### src/rtl/mic_sample_sequencer_pkg.sv
// Shared definitions for the microphone sample sequencer.
// Contents: converter/PWM word widths, default slot length and the FSM state type.
package mic_sample_sequencer_pkg;

  localparam int unsigned ADC_BITS           = 12;
  localparam int unsigned PWM_BITS           = 11;
  // 100 MHz / 44.1 kHz, rounded.
  localparam int unsigned DEFAULT_SAMPLE_DIV = 2268;

  typedef enum logic [2:0] {
    StIdle,
    StReq,
    StWaitDone,
    StAccum,
    StOutput
  } state_t;

endpackage

### src/rtl/mic_sample_sequencer_moving_average.sv
// Power-of-two moving average over the last 2^AVG_LOG2 converter samples.
// Ports:
//   CLK  - clock, rising edge
//   RST  - synchronous active-low reset (clears ring, pointer and sum)
//   load - push din into the window this cycle
//   din  - new 12-bit sample
//   avg  - running sum divided by the window length
module mic_sample_sequencer_moving_average
  import mic_sample_sequencer_pkg::*;
#(
  parameter int unsigned AVG_LOG2 = 2
) (
  input  logic                CLK,
  input  logic                RST,
  input  logic                load,
  input  logic [ADC_BITS-1:0] din,
  output logic [ADC_BITS-1:0] avg
);

  localparam int unsigned DEPTH = 1 << AVG_LOG2;
  // Keep the pointer at least one bit wide; with a single-entry window it stays at 0.
  localparam int unsigned PW    = (AVG_LOG2 == 0) ? 1 : AVG_LOG2;
  localparam int unsigned RING  = 1 << PW;
  localparam int unsigned SW    = ADC_BITS + AVG_LOG2;

  logic [ADC_BITS-1:0] ring [RING];
  logic [PW-1:0]       wptr;
  logic [PW-1:0]       wptr_nxt;
  logic [SW-1:0]       sum;

  always_comb begin
    wptr_nxt = (wptr == PW'(DEPTH - 1)) ? '0 : wptr + 1'b1;
  end

  // The slot under wptr holds the oldest sample, so it leaves the sum as din enters.
  always_ff @(posedge CLK) begin
    if (!RST) begin
      for (int i = 0; i < RING; i++) begin
        ring[i] <= '0;
      end
      wptr <= '0;
      sum  <= '0;
    end else if (load) begin
      ring[wptr] <= din;
      wptr       <= wptr_nxt;
      sum        <= sum + SW'(din) - SW'(ring[wptr]);
    end
  end

  assign avg = ADC_BITS'(sum >> AVG_LOG2);

endmodule

### src/rtl/mic_sample_sequencer.sv
// Sample-rate pacing and smoothing around the SPI ADC receiver.
// Ports:
//   CLK          - clock, rising edge
//   RST          - synchronous active-low reset
//   ENABLE       - run the sample timer
//   SPI_START    - conversion request to the receiver (held until DONE or timeout)
//   SPI_DONE     - conversion complete from the receiver
//   SPI_VALUE    - conversion result, bits [11:0] used
//   PWM_DUTY     - smoothed sample, bits [11:1] of the window average
//   SAMPLE_VALID - one-cycle pulse when PWM_DUTY updates
//   OVERRUN      - sticky, a sample slot was dropped
//   TIMEOUT_ERR  - sticky, a conversion was abandoned
module mic_sample_sequencer
  import mic_sample_sequencer_pkg::*;
#(
  parameter int unsigned SAMPLE_DIV = DEFAULT_SAMPLE_DIV,
  parameter int unsigned AVG_LOG2   = 2,
  parameter int unsigned TIMEOUT    = 1024
) (
  input  logic                CLK,
  input  logic                RST,
  input  logic                ENABLE,
  output logic                SPI_START,
  input  logic                SPI_DONE,
  input  logic [15:0]         SPI_VALUE,
  output logic [PWM_BITS-1:0] PWM_DUTY,
  output logic                SAMPLE_VALID,
  output logic                OVERRUN,
  output logic                TIMEOUT_ERR
);

  localparam int unsigned DW = $clog2(SAMPLE_DIV);
  localparam int unsigned TW = (TIMEOUT > 1) ? $clog2(TIMEOUT) : 1;

  state_t              state;
  logic [DW-1:0]       tick_cnt;
  logic [TW-1:0]       to_cnt;
  logic                tick;
  logic                pending;
  logic                leave_idle;
  logic                load;
  logic [ADC_BITS-1:0] sample;
  logic [ADC_BITS-1:0] avg;
  logic                unused_bits;

  assign unused_bits = ^{SPI_VALUE[15:12], avg[0]};

  assign tick       = ENABLE && (tick_cnt == DW'(SAMPLE_DIV - 1));
  // A DONE still high from the previous conversion must not be mistaken for completion.
  assign leave_idle = (state == StIdle) && pending && !SPI_DONE;
  assign load       = (state == StAccum);

  always_ff @(posedge CLK) begin
    if (!RST || !ENABLE || tick) begin
      tick_cnt <= '0;
    end else begin
      tick_cnt <= tick_cnt + 1'b1;
    end
  end

  // A tick landing on the edge that consumes the queued one simply re-queues.
  always_ff @(posedge CLK) begin
    if (!RST) begin
      pending <= 1'b0;
      OVERRUN <= 1'b0;
    end else if (tick) begin
      if (pending && !leave_idle) begin
        OVERRUN <= 1'b1;
      end else begin
        pending <= 1'b1;
      end
    end else if (leave_idle) begin
      pending <= 1'b0;
    end
  end

  always_ff @(posedge CLK) begin
    if (!RST) begin
      state        <= StIdle;
      to_cnt       <= '0;
      sample       <= '0;
      SPI_START    <= 1'b0;
      PWM_DUTY     <= '0;
      SAMPLE_VALID <= 1'b0;
      TIMEOUT_ERR  <= 1'b0;
    end else begin
      SAMPLE_VALID <= 1'b0;
      case (state)
        StIdle: begin
          if (leave_idle) begin
            state <= StReq;
          end
        end
        StReq: begin
          SPI_START <= 1'b1;
          to_cnt    <= '0;
          state     <= StWaitDone;
        end
        StWaitDone: begin
          // DONE takes priority over the timeout limit on the same cycle.
          if (SPI_DONE) begin
            sample    <= SPI_VALUE[ADC_BITS-1:0];
            SPI_START <= 1'b0;
            state     <= StAccum;
          end else if (to_cnt == TW'(TIMEOUT - 1)) begin
            TIMEOUT_ERR <= 1'b1;
            SPI_START   <= 1'b0;
            state       <= StIdle;
          end else begin
            to_cnt <= to_cnt + 1'b1;
          end
        end
        StAccum: begin
          state <= StOutput;
        end
        StOutput: begin
          PWM_DUTY     <= avg[ADC_BITS-1:1];
          SAMPLE_VALID <= 1'b1;
          state        <= StIdle;
        end
        default: begin
          state <= StIdle;
        end
      endcase
    end
  end

  mic_sample_sequencer_moving_average #(
    .AVG_LOG2(AVG_LOG2)
  ) u_avg (
    .CLK (CLK),
    .RST (RST),
    .load(load),
    .din (sample),
    .avg (avg)
  );

endmodule

### config.mk
export PLATFORM = sky130hd
export DESIGN_NAME = mic_sample_sequencer
export DESIGN_NICKNAME = d
export VERILOG_FILES = /design/src/rtl/mic_sample_sequencer_pkg.sv /design/src/rtl/mic_sample_sequencer_moving_average.sv /design/src/rtl/mic_sample_sequencer.sv
export SDC_FILE = /design/constraint.sdc
export NUM_CORES = 1
export LEC_CHECK = 0
export CORE_MARGIN = 2
export CORE_UTILIZATION = 59
export CTS_CLUSTER_DIAMETER = 120
export DETAILED_ROUTE_END_ITERATION = 12
export GPL_TIMING_DRIVEN = 0
export PLACE_DENSITY = 0.79
export RECOVER_POWER = 100
export SETUP_SLACK_MARGIN = 0.15
export SLEW_MARGIN = 0
export SYNTH_ARGS = -nofsm -noshare
export SYNTH_HDL_FRONTEND = slang
export SYNTH_SLANG_ARGS = --single-unit
export TNS_END_PERCENT = 10
### constraint.sdc
create_clock -name CLK -period 4.2 [get_ports CLK]
set_input_delay 1.26 -clock CLK [delete_from_list [all_inputs] [get_ports CLK]]
set_output_delay 1.26 -clock CLK [all_outputs]
set_load 0.02 [all_outputs]
==> metrics.csv <==
metric,value,unit
antenna_found_initial,0,
tns,0,ps
final_antenna_net_count,0,
synth_area_leader_cell,edfxtp_1,
swShare,0.211,
yosysWarnings,0,
cp-end-kind,flop,
ctsHoldBuffers,0,
drt_iter0_drc,363,
nets,673,
cap_viol_max_count,0,
cts_post_setup_buffers_inserted,0,
drt-pass1-iter-count,5,
routed_wl,12500,µm
area_delta_synth_final,19.2,%
cp_max_fo,10,
cts_buffers,17,
busiest_layer,met2,
dp_hpwl,8910,µm
synth_edf_count,48,
synth.area.top_cells,"edfxtp_1 (25%), dfxtp_1 (25%), nand2_1 (5.1%)",
synthAdderAreaFrac,0.0795,
htree_num_levels,4,
cts_root_buffer,clkbuf_8,
rsz0062_at_grt,false,
yosys.cell_types.count,43,
p_leak,2.50,nW
drive_gt1_frac,0.0738,
synth_compound_area_frac,0.0953,
grt_pass1_wl,21100,µm
fmaxAchievable,0.262,GHz
grt_pass1_vias,4421,
postLayoutCellArea,0.00679,mm²
synth_seq_cells,119,
finalClockSkew,7.30,ps
syn_avg_cell_area,9.89,µm²
synth_top_family_by_area,simple AND/OR/NAND/NOR gates,
synth_xor_area_frac,0.0446,
worstSkewPairLatency,530,ps
cts_resized,0,
tightest_slew,693,ps
ir_worst_vdd,0.353,mV
grt_max_degree,17,
synth_top_area_share,0.253,
nFillCells,631,
final_hold_viol_count,0,
coreArea,0.00933,mm²
synth_flop_cell,dfxtp_1,
portBuffers,29,
path_clk_slew,60,ps
dieArea,0.0105,mm²
async_reset_ff_frac,0,
synthCells,576,
status,"complete, no violations",
maxSlewViolCount,0,
pin_count,35,
crit_required,4670,ps
vias,4346,
gp_congestion,0.834,
via_per_inst,5.67,
synth_fp_nets,625,
placed_cell_area,0.00615,mm²
start_kind,flop,
cts_tree,built,
crit_type,reg2reg,
grt_overflow,0,
synth-seq-area-share,0.502,
slew_headroom,0.538,
p_seq_frac,0.423,
synthMuxAreaShare,0.0474,
syn_area,0.00570,mm²
clkSinkCount,119,
grt_use_met2,0.451,
die_y,102,µm
rows,35,
hold_path_class,reg2reg,
fin_crit_sh,0.910,
cts_buffer_depth,2,
timing.final.crit_period,3820,ps
grtUsageMet3,0.0780,
die_w,102,µm
p_per_area,429,mW/mm²
wl_per_cell,16.4,µm
power.net_switching,0.000616,W
met1_usage,0.318,
intPower,0.00230,W
synth-simple-area-share,0.178,
comb_power_share,0.029,
diodes,0,
grt.total_usage,0.270,
p_clk_frac,0.548,
setup_viol,0,
initial_core_util,0.611,
drc_errors,0,
crit_arrival,4290,ps
-- worst max-delay path, cell delays in order, from the launching register on --
cell and delay, ps:
dfxtp_1 400, buf_2 360, mux4_2 590, fa_1 500, inv_1 50, ha_1 360, a21oi_1 150, nand2_1 60
a41oi_1 410, o21ai_1 250, or4_1 520, nand3_1 90
-- layout by cell type (no fill, tap or decap), drive strengths merged, types with 4 or more instances in the layout --
cell	Yosys	layout
nand2b	6	6
fa	12	12
nor4	11	11
xnor2	14	14
inv	58	64
dfxtp	71	71
a31oi	5	5
a21o	5	5
dlygate4sd3	0	16
ha	17	17
xor2	15	15
o21ai	26	26
o31ai	4	4
and2	27	27
nand3	13	13
clkbuf	18	38
mux4	12	12
bufinv	0	5
nand2	78	78
edfxtp	48	48
clkdlybuf4s50	0	13
nor2	53	53
nand4	7	7
a21oi	38	38
-- power by group through the flow --
stage / logic [W] / registers [W] / clock network, W
after global routing: 0.0000954 / 0.00123 / 0.00166
after global placement: 0.0000819 / 0.00125 / 0
after floorplan: 0.0000541 / 0.00125 / 0
final: 0.0000858 / 0.00123 / 0.00160
after CTS: 0.0000861 / 0.00123 / 0.00161
after detailed placement: 0.0000844 / 0.00126 / 0
-- registers in the layout (all words and copies together) (netlist names), named ones only --
| name | flops |
|---|---|
| tick_cnt | 12 |
| OVERRUN | 1 |
| to_cnt | 10 |
| sample | 12 |
| u_avg.ring | 48 |
| pending | 1 |
| state | 3 |
| u_avg.sum | 14 |
| SPI_START | 1 |
| TIMEOUT_ERR | 1 |
| PWM_DUTY | 11 |
| u_avg.wptr | 2 |
| SAMPLE_VALID | 1 |
-- routing by layer --
| layer | share of wire | wire (µm) |
|---|---|---|
| met3 | 0.064 | 804 |
| met2 | 0.50 | 6220 |
| met5 | 0 | 0 |
| met4 | 0.035 | 435 |
| met1 | 0.41 | 5080 |
-- cells in the mapped netlist (all sizes together), types with 3 or more instances --
| cell type | count |
|---|---|
| a211oi | 3 |
| inv | 58 |
| mux4 | 12 |
| o21ai | 26 |
| xor2 | 15 |
| nor2b | 3 |
| or4 | 3 |
| xnor2 | 14 |
| a21o | 5 |
| fa | 12 |
| or3 | 3 |
| clkbuf | 18 |
| o31ai | 4 |
| and2 | 27 |
| ha | 17 |
| o21a | 3 |
| a31oi | 5 |
| nand2 | 78 |
| buf | 4 |
| a21oi | 38 |
| nor2 | 53 |
| nand4 | 7 |
| dfxtp | 71 |
| nand2b | 6 |
| nor4 | 11 |
| nand3 | 13 |
| edfxtp | 48 |
-- layout make-up --
cell class	instances	area (µm²)	share of cell area
Multi-Input combinational cell	377	2530	0.372
Clock buffer	17	414	0.0610
Inverter	58	218	0.0320
Buffer	22	83.8	0.0123
Tap cell	129	161	0.0238
Timing Repair Buffer	29	290	0.0427
Clock inverter	15	238	0.0350
Sequential cell	119	2860	0.421
-- metrics by stage --
| step | power (W) | hold WS [ps] | cells | util | worst slack, ps |
|---|---|---|---|---|---|
| finish | 0.00291 | 448 | 766 | 0.728 | 380 |
| global route | 0.00299 | 485 | 766 | 0.728 | 160 |
| CTS | 0.00292 | 453 | 766 | 0.729 | 407 |
| global placement | 0.00134 | 428 | 734 | 0.659 | 472 |
| floorplan | 0.00131 | 418 | 576 | - | 821 |
| detailed placement | 0.00134 | 446 | 734 | 0.659 | 452 |
-- kinds of logic (layout without fill, tap and decap cells) --
group / count (synthesis) / count (layout)
adders and majority gates: 29 / 29
DFF: 119 / 119
and+or+nand+nor: 214 / 214
xor gates and xnor gates: 29 / 29
AOI/OAI and AO/OA: 93 / 93
buffers and inverters: 80 / 141
muxes: 12 / 12
-- path summary, 6_finish.rpt --
check                      startpoint                         end  slack [ps]  cells after the start
max                              flop  u_avg.sum[13]$_SDFFE_PN0P_         380                     11
min reg2reg  PWM_DUTY[6]$_SDFFE_PN0P_    PWM_DUTY[6]$_SDFFE_PN0P_         450                      2
max reg2reg                      flop  u_avg.sum[13]$_SDFFE_PN0P_         380                     11
min          PWM_DUTY[6]$_SDFFE_PN0P_    PWM_DUTY[6]$_SDFFE_PN0P_         450                      2
(Power assumes the default switching activity.)
